File: config.mk
export PLATFORM = sky130hd
export DESIGN_NAME = day_counter_flat
export DESIGN_NICKNAME = d
export VERILOG_FILES = /design/src/rtl/calendar_pkg.sv /design/src/rtl/day_counter_if.sv /design/src/rtl/month_length.sv /design/src/rtl/day_counter.sv /design/src/flat_wrapper.sv
export SDC_FILE = /design/constraint.sdc
export NUM_CORES = 1
export LEC_CHECK = 0
export CAP_MARGIN = 10
export CORE_MARGIN = 2
export CORE_UTILIZATION = 45
export DETAILED_ROUTE_END_ITERATION = 16
export PLACE_DENSITY = 0.75
export SYNTH_ARGS = -nofsm -noshare
export SYNTH_HDL_FRONTEND = slang
export SYNTH_HIERARCHICAL = 1
export SYNTH_SLANG_ARGS = --single-unit
File: constraint.sdc
create_clock -name clk -period 2.7 [get_ports clk]
set_clock_uncertainty 0.1 [all_clocks]
set_input_delay 0.405 -clock clk [delete_from_list [all_inputs] [get_ports clk]]
set_output_delay 0.405 -clock clk [all_outputs]
set_load 0.03 [all_outputs]
File: src/rtl/calendar_pkg.sv
// Shared calendar constants: month codes, day bounds and default widths
// used by the date path stages.
package calendar_pkg;

    localparam int DEF_DAY_W    = 5;
    localparam int DEF_MONTH_W  = 4;
    localparam int DEF_FEB_DAYS = 28;

    localparam int DAY_MIN  = 1;
    localparam int DAYS_31  = 31;
    localparam int DAYS_30  = 30;

    localparam logic [DEF_MONTH_W-1:0] JAN = 4'd1;
    localparam logic [DEF_MONTH_W-1:0] FEB = 4'd2;
    localparam logic [DEF_MONTH_W-1:0] MAR = 4'd3;
    localparam logic [DEF_MONTH_W-1:0] APR = 4'd4;
    localparam logic [DEF_MONTH_W-1:0] MAY = 4'd5;
    localparam logic [DEF_MONTH_W-1:0] JUN = 4'd6;
    localparam logic [DEF_MONTH_W-1:0] JUL = 4'd7;
    localparam logic [DEF_MONTH_W-1:0] AUG = 4'd8;
    localparam logic [DEF_MONTH_W-1:0] SEP = 4'd9;
    localparam logic [DEF_MONTH_W-1:0] OCT = 4'd10;
    localparam logic [DEF_MONTH_W-1:0] NOV = 4'd11;
    localparam logic [DEF_MONTH_W-1:0] DEC = 4'd12;

endpackage

File: src/rtl/day_counter_if.sv
// Day counter bus: controls from the hour / set-time / month stages in,
// day value, read-back bus and month-advance pulse out.
interface day_counter_if
    import calendar_pkg::*;
#(
    parameter int DAY_W   = DEF_DAY_W,
    parameter int MONTH_W = DEF_MONTH_W
);
    logic               tick;
    logic               load;
    logic [DAY_W-1:0]   data;
    logic               enable;
    logic [MONTH_W-1:0] month;
    logic               leap;
    logic [DAY_W-1:0]   day;
    logic [DAY_W-1:0]   databus;
    logic               month_inc;

    modport master (
        output tick, load, data, enable, month, leap,
        input  day, databus, month_inc
    );

    modport slave (
        input  tick, load, data, enable, month, leap,
        output day, databus, month_inc
    );
endinterface

File: src/rtl/month_length.sv
// Combinational month -> number-of-days lookup. February grows by one day
// in leap years only when LEAP_YEAR_EN is defined; otherwise leap is ignored.
// Out-of-range month codes are treated as 31-day months.
module month_length
    import calendar_pkg::*;
#(
    parameter int DAY_W    = DEF_DAY_W,
    parameter int MONTH_W  = DEF_MONTH_W,
    parameter int FEB_DAYS = DEF_FEB_DAYS
) (
    input  logic [MONTH_W-1:0] i_month,
    input  logic               i_leap,
    output logic [DAY_W-1:0]   o_len
);

`ifndef LEAP_YEAR_EN
    // leap has no effect in this build; keep the port for a uniform interface
    logic w_unused_leap;
    assign w_unused_leap = i_leap;
`endif

    // month length lookup
    always_comb begin
        o_len = DAY_W'(DAYS_31);
        case (i_month)
            APR, JUN, SEP, NOV: o_len = DAY_W'(DAYS_30);
            FEB: begin
`ifdef LEAP_YEAR_EN
                o_len = i_leap ? DAY_W'(FEB_DAYS + 1) : DAY_W'(FEB_DAYS);
`else
                o_len = DAY_W'(FEB_DAYS);
`endif
            end
            default: o_len = DAY_W'(DAYS_31);
        endcase
    end

endmodule

File: src/rtl/day_counter.sv
// Day-of-month counter feeding the month stage. Advances on the daily tick,
// wraps at the current month length with a one-cycle month_inc pulse, supports
// saturating parallel load and clamps a day left beyond a shortened month.
// Optional leap-year February: define LEAP_YEAR_EN.
module day_counter
    import calendar_pkg::*;
#(
    parameter int DAY_W    = DEF_DAY_W,
    parameter int MONTH_W  = DEF_MONTH_W,
    parameter int FEB_DAYS = DEF_FEB_DAYS
) (
    input  logic           clk,
    input  logic           rst_n,
    day_counter_if.slave   bus
);

    logic [DAY_W-1:0] r_day;
    logic             r_month_inc;
    logic [DAY_W-1:0] w_len;
    logic [DAY_W-1:0] w_load_sat;
    logic [DAY_W-1:0] w_day_nxt;
    logic             w_inc_nxt;

    month_length #(
        .DAY_W    (DAY_W),
        .MONTH_W  (MONTH_W),
        .FEB_DAYS (FEB_DAYS)
    ) u_month_length (
        .i_month (bus.month),
        .i_leap  (bus.leap),
        .o_len   (w_len)
    );

    // load value forced into 1..len
    always_comb begin
        w_load_sat = bus.data;
        if (bus.data == '0)
            w_load_sat = DAY_W'(DAY_MIN);
        else if (bus.data > w_len)
            w_load_sat = w_len;
    end

    // next day / pulse: load > tick > clamp > hold
    always_comb begin
        w_day_nxt = r_day;
        w_inc_nxt = 1'b0;
        if (bus.load) begin
            w_day_nxt = w_load_sat;
        end else if (bus.tick) begin
            if (r_day < w_len) begin
                w_day_nxt = r_day + DAY_W'(1);
            end else begin
                w_day_nxt = DAY_W'(DAY_MIN);
                w_inc_nxt = 1'b1;
            end
        end else if (r_day > w_len) begin
            w_day_nxt = w_len;
        end
    end

    // day and month_inc registers; reset drops any pending pulse
    always_ff @(posedge clk or negedge rst_n) begin
        if (!rst_n) begin
            r_day       <= DAY_W'(DAY_MIN);
            r_month_inc <= 1'b0;
        end else begin
            r_day       <= w_day_nxt;
            r_month_inc <= w_inc_nxt;
        end
    end

    assign bus.day       = r_day;
    assign bus.month_inc = r_month_inc;
    assign bus.databus   = r_day & {DAY_W{bus.enable}};

endmodule

File: src/flat_wrapper.sv
// flat-port wrapper written by rule: the top's interface ports become plain ports
module day_counter_flat import calendar_pkg::*;
#(
    parameter int DAY_W    = DEF_DAY_W,
    parameter int MONTH_W  = DEF_MONTH_W,
    parameter int FEB_DAYS = DEF_FEB_DAYS
)
  (clk, rst_n, bus_tick, bus_load, bus_data, bus_enable, bus_month, bus_leap, bus_day, bus_databus, bus_month_inc);
  day_counter_if #(.DAY_W(DAY_W), .MONTH_W(MONTH_W)) bus_i ();
  input  logic clk;
  input  logic rst_n;
  input wire logic [$bits(bus_i.tick)-1:0] bus_tick;
  input wire logic [$bits(bus_i.load)-1:0] bus_load;
  input wire logic [$bits(bus_i.data)-1:0] bus_data;
  input wire logic [$bits(bus_i.enable)-1:0] bus_enable;
  input wire logic [$bits(bus_i.month)-1:0] bus_month;
  input wire logic [$bits(bus_i.leap)-1:0] bus_leap;
  output wire logic [$bits(bus_i.day)-1:0] bus_day;
  output wire logic [$bits(bus_i.databus)-1:0] bus_databus;
  output wire logic [$bits(bus_i.month_inc)-1:0] bus_month_inc;
  assign bus_i.tick = bus_tick;
  assign bus_i.load = bus_load;
  assign bus_i.data = bus_data;
  assign bus_i.enable = bus_enable;
  assign bus_i.month = bus_month;
  assign bus_i.leap = bus_leap;
  assign bus_day = bus_i.day;
  assign bus_databus = bus_i.databus;
  assign bus_month_inc = bus_i.month_inc;
  day_counter #(.DAY_W(DAY_W), .MONTH_W(MONTH_W), .FEB_DAYS(FEB_DAYS)) u_core (.clk(clk), .rst_n(rst_n), .bus(bus_i));
endmodule
Word level (Yosys, flattened, before mapping)
Cells that the tools add are included.

storage, ports and cells
  output and inout bits = 11
  bits of input ports = 15
  register bits after elaboration = 6
  word-level logic and storage cells = 25

cells by class
  order comparisons = 3
  muxes and demuxes = 10
  equal/unequal tests = 5
  bitwise gates (word level) = 1
  $add $sub $neg = 1
  reductions and logical operators = 3

operator list
  kind                 number
  $mux 5               6
  $gt 5x5->1           2
  $eq 4x3->1 const B   2
  $eq 4x4->1 const B   2
  $add 5x1->5 const B  1
  $and 5x5->5          1
  $logic_not 5->1      1
  $lt 5x5->1           1
  $eq 4x2->1 const B   1
  $pmux 2 s2           1
  $reduce_or 4->1      1
  $mux 1               3
  $reduce_bool 3->1    1

Depth between registers and ports, before layout
Gate-level depths: netlist (run 1).

  word-level depth = 7
  mapped depth = 8
  gate-level depth less buffers = 8

Cells and area by module
The synthesis (run 1) kept the hierarchy.

by module, submodules not included
  module        area an instance (sq um)  cells an instance  instances
  day_counter   773.2                     93                 1
  month_length  57.6                      8                  1

Worst setup path after synthesis (run 1)
OpenSTA, ideal clock, no wires.

  path type = input-to-reg
  start = input port bus_month[0]
  end = register u_core.r_day[3], in the netlist u_core/bus.day[3]
  path slack = 0.235 ns
  arrival time = 2.237 ns
  setup time = 0.129 ns
  stages = 8
  cells stage by stage = or4b_1 -> inv_1 -> ha_1 -> nor2b_1 -> o211ai_1 -> a21oi_1 -> and3_2 -> a2111o_1

on the way
  longest elaborated chain between the ends = 7
  elaborated cells on any way between the ends = 16

RTL lines
  element                                   RTL line                              RTL
  start, declared                           flat_wrapper.sv:16                    input wire logic [$bits(bus_i.month)-1:0] bus_month;
  $eq 4x3->1 or $eq 4x4->1 (tied branches)  month_length.sv:25                    case (i_month)
  $reduce_or 4->1                           month_length.sv:25
  $pmux 2 s2 (*)                            month_length.sv:25
  $lt 5x5->1 or $gt 5x5->1 (tied branches)  day_counter.sv:50, day_counter.sv:39
  $mux 5, on equally long branches          day_counter.sv:50, day_counter.sv:39
  $mux 5, on equally long branches          day_counter.sv:49, day_counter.sv:37
  $mux 5                                    day_counter.sv:47                     if (bus.load) begin
  end signal, assigned                      day_counter.sv:64                     r_day <= DAY_W'(DAY_MIN);
  end signal, assigned                      day_counter.sv:67                     r_day <= w_day_nxt;
  end, declared                             day_counter.sv:17                     logic [DAY_W-1:0] r_day;

Every way passes the cells marked *; elsewhere a longest branch is shown, timed or not.
A chain may end at the register's enable or synchronous reset.

Worst setup path after layout (run 1)
  start = input port bus_month[3]
  end = register u_core.r_day[3], in the netlist u_core/bus.day[3]

on the way
  longest elaborated chain between the ends = 7
  elaborated cells on any way between the ends = 16

RTL lines
  element                                   RTL line                              RTL
  $eq 4x3->1 or $eq 4x4->1 (tied branches)  month_length.sv:25
  $reduce_or 4->1                           month_length.sv:25
  $pmux 2 s2 (*)                            month_length.sv:25
  named net u_core.w_len[1]                 day_counter.sv:19                     logic [DAY_W-1:0] w_len;
  $lt 5x5->1 or $gt 5x5->1 (tied branches)  day_counter.sv:50, day_counter.sv:39
  $mux 5, on equally long branches          day_counter.sv:50, day_counter.sv:39
  $mux 5, on equally long branches          day_counter.sv:49, day_counter.sv:37
  $mux 5                                    day_counter.sv:47

Mark *: on every way through the listed nets, which the timed path passes. The rest lies on a longest branch.

==> results of run 1 <==
==> cells in the mapped netlist (2+ instances only) <==
library cell / number / area, sq um
ha_1: 11 / 138
o211ai_1: 2 / 15.0
nor2_1: 7 / 26.3
a21oi_1: 4 / 20.0
inv_1: 8 / 30.0
o32a_1: 2 / 20.0
nand2b_1: 2 / 12.5
xor2_1: 2 / 17.5
and2_1: 5 / 31.3
a2111o_1: 2 / 22.5
buf_4: 3 / 22.5
mux2i_1: 5 / 50.1
nand2_1: 11 / 41.3
nor3_1: 4 / 20.0
nand3_1: 3 / 15.0
dfrtp_1: 5 / 125
==> flip-flops by register name (all words and copies together) (netlist names) <==
register,flops
u_core/bus.day,5
u_core/bus.month_inc,1
==> kinds of logic (layout without fill, tap and decap cells) <==
logic type / Yosys count / in the layout / share of synthesized area (%)
simple gates: 41 / 41 / 25.8
mux: 6 / 6 / 7.38
buf+inv: 12 / 44 / 6.93
fa+ha+maj: 11 / 11 / 16.6
other cells: 1 / 3 / 0.451
xor+xnor: 3 / 3 / 3.16
flops: 6 / 6 / 18.2
compound gates: 21 / 21 / 21.5
==> through the flow <==
stage	setup slack [ps]	TNS, ps	cells	area, sq um	util [%]
2_1_floorplan	235	0	103	838	-
3_3_place_gp	-275	-1090	154	1130	65.3
3_5_place_dp	-323	-1350	154	1130	65.3
4_1_cts	7.74	0	158	1160	67.2
5_1_grt	-15.8	-27.5	160	1240	71.8
6_report	14.0	0	160	1240	71.8
==> per-layer routing <==
| layer | part of all wire [%] | GRT usage [%] | wire, microns |
|---|---|---|---|
| met3 | 6.5 | 5.38 | 157 |
| met4 | 2.4 | 7.22 | 58 |
| met5 | 0 | 0 | 0 |
| met1 | 40 | 27.1 | 968 |
| met2 | 51 | 39.7 | 1230 |
==> final cells by class <==
type                            count  area, sq um
Sequential cell                     6          151
Inverter                            8         32.5
Tap cell                           25         31.3
Fill cell                         149          487
Timing Repair Buffer               32          300
Clock buffer                        4         26.3
Multi-Input combinational cell     85          698
==> how the worst max path moves through the flow <==
stage,to
detailed placement,u_core/bus.day[3]
global placement,u_core/bus.day[3]
CTS,u_core/bus.day[3]
global route,u_core/bus.day[3]
floorplan,u_core/bus.day[3]
finish,u_core/bus.day[3]
==> power breakdown <==
part / internal [W] / switching (W)
clock: 0.0000560 / 0.0000320
sequential: 0.000115 / 0.0000421
combinational: 0.000212 / 0.000236
total: 0.000383 / 0.000310
==> timing repair <==
item,in CTS,in global routing
resized for setup,3,10
endpoints found under the setup margin,4,4
hold endpoints to repair,0,0
pin swaps,0,5
setup buffers,0,2
gates cloned,0,0
==> critical path, delay by kind of cell <==
| family | cells | cell delay (ps) |
|---|---|---|
| AND/OR/NAND/NOR | 3 | 890 |
| AO/OA/AOI/OAI | 3 | 670 |
| buffers and inverters | 2 | 530 |
| adder cells (fa/ha/maj) | 1 | 200 |
==> metrics.yaml, run 1 <==
vdd_drop_max_v: 0.000489
ant_nets: 0
core.rowCount: 15
io_pins: 26
final.min_clock_period_ps: 2690
p_leak_nw: 0.577
antenna_found_initial: 0
place_congestion: 0.874
synth_ff_type: "dfrtp_1"
insertion_delay_ps: 240
avgRoutedWirePerCell_microns: 15.1
synth_area_sq_um: 831
crit_arrival_ps: 2710
drt_iter0_markers: 44
finalPower_w: 0.000693
p_per_area_mw_per_mm2: 559
drt_drc_violations_left: 0
die_x_microns: 47.0
hold-worst-slack_ps: 303
layout_commonest_cell: "clkdlybuf4s50_1"
cpMaxStageDelayCell: "or4b_4"
yosys_warnings: 6
grt_max_degree: 9
dr.pass1.iters: 4
synth.distinct_cells: 41
cts-root-buf: "clkbuf_4"
hpwl_microns: 1880
finalWirelength_microns: 2410
final_cell_mix: "24 x clkdlybuf4s50_1, 11 x nand2_1, 9 x ha_1, 8 x buf_4"
critPathRequiredTime_ps: 2720
synth_edf_count: 0
slowest_delay_ps: 570
synthArstFlopShare_pct: 100
crit_chain: "clkdlybuf4s50_1 -> or4b_4 -> inv_4 -> ha_4 -> nor2b_4 -> o211ai_1 -> a21oi_2 -> and3_4 -> a2111o_1"
antennaDiodeCount: 0
cts_htree_levels: 1
fin_crit_sh_pct: 99.5
grt_pass1_wl_microns: 3480
ys_seq_area_share_pct: 18.2
area_growth_pct: 49.2
viasPerCell: 5.75
start_kind: "input pin"
rr_startpoint: "u_core/bus.day[0]"
ys_seq_elements: 6
r2r.worst_path.cells: 7
reg2reg_slack_ps: 560
status: "completed"
drv_cap: 0
hold_buffers: 0
die_h_microns: 47.0
max_freq_mhz: 372
syn_avg_cell_area_sq_um: 8.23
hold_violations: 0
die_area_sq_mm: 0.00221
synth_cells: 101
grt_use_total_pct: 22.6
clock_path_buffers: 2
cts_buffers: 3
vias: 920
core_sq_mm: 0.00173
finalNetCount: 162
gr-total-overflow: 0
hold_path_class: "in -> async"
cts_tree: "yes"
slew_violations: 0
clk_pin_slew_ps: 50
start_util_pct: 48.1
crit_type: "in -> reg"
startpoint: "bus_month[3]"
port_buffers: 24
worstSetupEndpointType: "register"
setup_viol: 0
r2r-end: "u_core/bus.day[4]"
critical_path.max_fanout: 5
drive_gt1_share_pct: 22.2
cts_num_sinks: 6
grt_pass1_vias: 850
(Power assumes the default switching activity.)
==> run 2: changes to the inputs <==
--- a/config.mk
+++ b/config.mk
@@ -6,7 +6,6 @@
 export NUM_CORES = 1
 export LEC_CHECK = 0
 export CAP_MARGIN = 10
-export CORE_MARGIN = 2
 export CORE_UTILIZATION = 45
 export DETAILED_ROUTE_END_ITERATION = 16
 export PLACE_DENSITY = 0.75
@@ -14,3 +13,4 @@
 export SYNTH_HDL_FRONTEND = slang
 export SYNTH_HIERARCHICAL = 1
 export SYNTH_SLANG_ARGS = --single-unit
+export TNS_END_PERCENT = 1
==> run 2 against run 1 <==
Routed wire length down 11%; design area decreased by 3.3%; non-clock buffer count did not move; combinational power is 5.4% lower; flip-flop and latch count is the same; largest cell class unchanged; largest power group unchanged.
==> metrics.yaml, run 2 (synthesis results as in run 1) <==
status: "completed"
r2r.worst_path.cells: 7  # unchanged
crit_chain: "clkdlybuf4s50_1 -> or4b_4 -> inv_4 -> ha_1 -> nor2b_1 -> o211ai_1 -> a21oi_2 -> and3_4 -> a2111o_1"
max_freq_mhz: 376  # +1.1%
finalWirelength_microns: 2140  # -11%
crit_cells: 9  # unchanged
placed_area_sq_mm: 0.00113  # unchanged
die_h_microns: 45.0  # -4.3%
core.rowCount: 15  # unchanged
grt_pass1_wl_microns: 3440  # -1.4%
drive_gt1_share_pct: 19.3  # -3.0 points
clk_pin_slew_ps: 50  # about the same
antennaDiodeCount: 0  # unchanged
cts_htree_levels: 1  # unchanged
antenna_found_initial: 0  # unchanged
layout_commonest_cell: "clkdlybuf4s50_1"
clock_path_buffers: 2  # unchanged
slowest_delay_ps: 570  # about the same
n_fill_cell: 148  # -0.67%
start_util_pct: 48.1  # unchanged
drt_drc_violations_left: 0  # unchanged
vias: 887  # -3.6%
p_leak_nw: 0.570  # -1.3%
hpwl_microns: 1770  # -6.0%
grt_use_total_pct: 23.9  # +1.2 points
grt_pass1_vias: 763  # -10%
avgRoutedWirePerCell_microns: 13.4  # -11%
port_buffers: 24  # unchanged
crit_type: "in -> reg"
gr-total-overflow: 0  # unchanged
final.min_clock_period_ps: 2660  # -29.8 ps
hold-worst-slack_ps: 304  # +0.447 ps
cts-root-buf: "clkbuf_4"
die_x_microns: 45.0  # -4.3%
fin_crit_sh_pct: 98.4  # -1.1 points
crit_arrival_ps: 2680  # -30 ps
rsz0062_at_grt: "yes"
crit_family: "simple AND/OR/NAND/NOR gates"
crit_buf_inv: 2  # unchanged
p_per_area_mw_per_mm2: 559  # about the same
cts_tree: "yes"
place_congestion: 0.842  # -3.6%
ant_nets: 0  # unchanged
design_area_sq_mm: 0.00120  # -3.3%
cts_buffers: 3  # unchanged
finalNetCount: 162  # unchanged
final_cell_mix: "24 x clkdlybuf4s50_1, 11 x nand2_1, 11 x ha_1, 8 x buf_4"
critical_path.max_fanout: 5  # unchanged
core_sq_mm: 0.00173  # unchanged
viasPerCell: 5.54  # -3.6%
drv_cap: 0  # unchanged
start_kind: "input pin"
cpMaxStageDelayCell: "or4b_4"
fin_tns_setup_ps: 0  # unchanged
insertion_delay_ps: 250  # about the same
setup_viol: 0  # unchanged
cts_num_sinks: 6  # unchanged
die_area_sq_mm: 0.00202  # -8.3%
worstSetupEndpointType: "register"
slew_violations: 0  # unchanged
vdd_drop_max_v: 0.000333  # -32%
dr.pass1.iters: 4  # unchanged
grt_max_degree: 9  # unchanged
hold_path_class: "in -> async"
largest_reg_flops: 5  # unchanged
hold_violations: 0  # unchanged
io_pins: 26  # unchanged
critPathRequiredTime_ps: 2730  # about the same
area_growth_pct: 44.3
drt_iter0_markers: 25  # -43%
## run 2: worst reg2reg max path, stage by stage (launching register included)
cell and delay [ps]:
dfstp_2 580, inv_1 80, ha_1 190, nor2b_1 140
o211ai_1 110, a21oi_2 280, nor2_1 110, a2111o_1 420
## run 2: routing by layer
metal	up-vias	global-route usage, %	share of wire (%)
li1	434	-	-
met1	395	30.2	41
met2	50	40.9	49
met3	8	3.60	6.9
met4	0	8.48	2.8
met5	-	0	0
## run 2: area by class of cell
type	count	area (sq um)	share of cell area, %
repair buffers	32	300	25.1
well taps	25	31.3	2.61
flip-flops and latches	6	151	12.6
multi-input cells	85	657	54.8
clock buffers	4	26.3	2.19
inverters	8	32.5	2.71
## run 2: per-stage QoR
| stage | std cells | util, % | total power, W | worst slack, ps |
|---|---|---|---|---|
| 2_1_floorplan | 103 | - | 0.000397 | 235 |
| 3_3_place_gp | 154 | 65.3 | 0.000536 | -368 |
| 3_5_place_dp | 154 | 65.3 | 0.000546 | -479 |
| 4_1_cts | 160 | 68.5 | 0.000657 | 14.3 |
| 5_1_grt | 160 | 69.4 | 0.000716 | -42.4 |
| 6_report | 160 | 69.4 | 0.000669 | 43.9 |
## run 2: power by group
part | leakage, nW | internal [W] | switching (W)
Sequential | 0.0723 | 0.000115 | 0.0000379
Clock | 0.0150 | 0.0000563 | 0.0000370
Combinational | 0.482 | 0.000200 | 0.000223
## run 2: what timing repair did
action                     CTS  global route
gates resized for setup      5             3
setup endpoints to repair    5             5
gates cloned                 0             0
pin swaps                    3             3
hold buffers                 0             0
buffers inserted             2             0
## run 2: path summary, 6_finish.rpt
path | startpoint | endpoint | slack [ps]
worst max-delay path | bus_month[2] | u_core/bus.day[3] | 40
worst min-delay path | rst_n | u_core/bus.day[2] | 300
worst max register to register | u_core/bus.day[0] | u_core/bus.day[4] | 580
worst min register to register | u_core/bus.day[4] | u_core/bus.day[4] | 560
max in group asynchronous | rst_n | u_core/bus.day[0] | 1920
min in group clk | u_core/bus.day[4] | u_core/bus.day[4] | 560
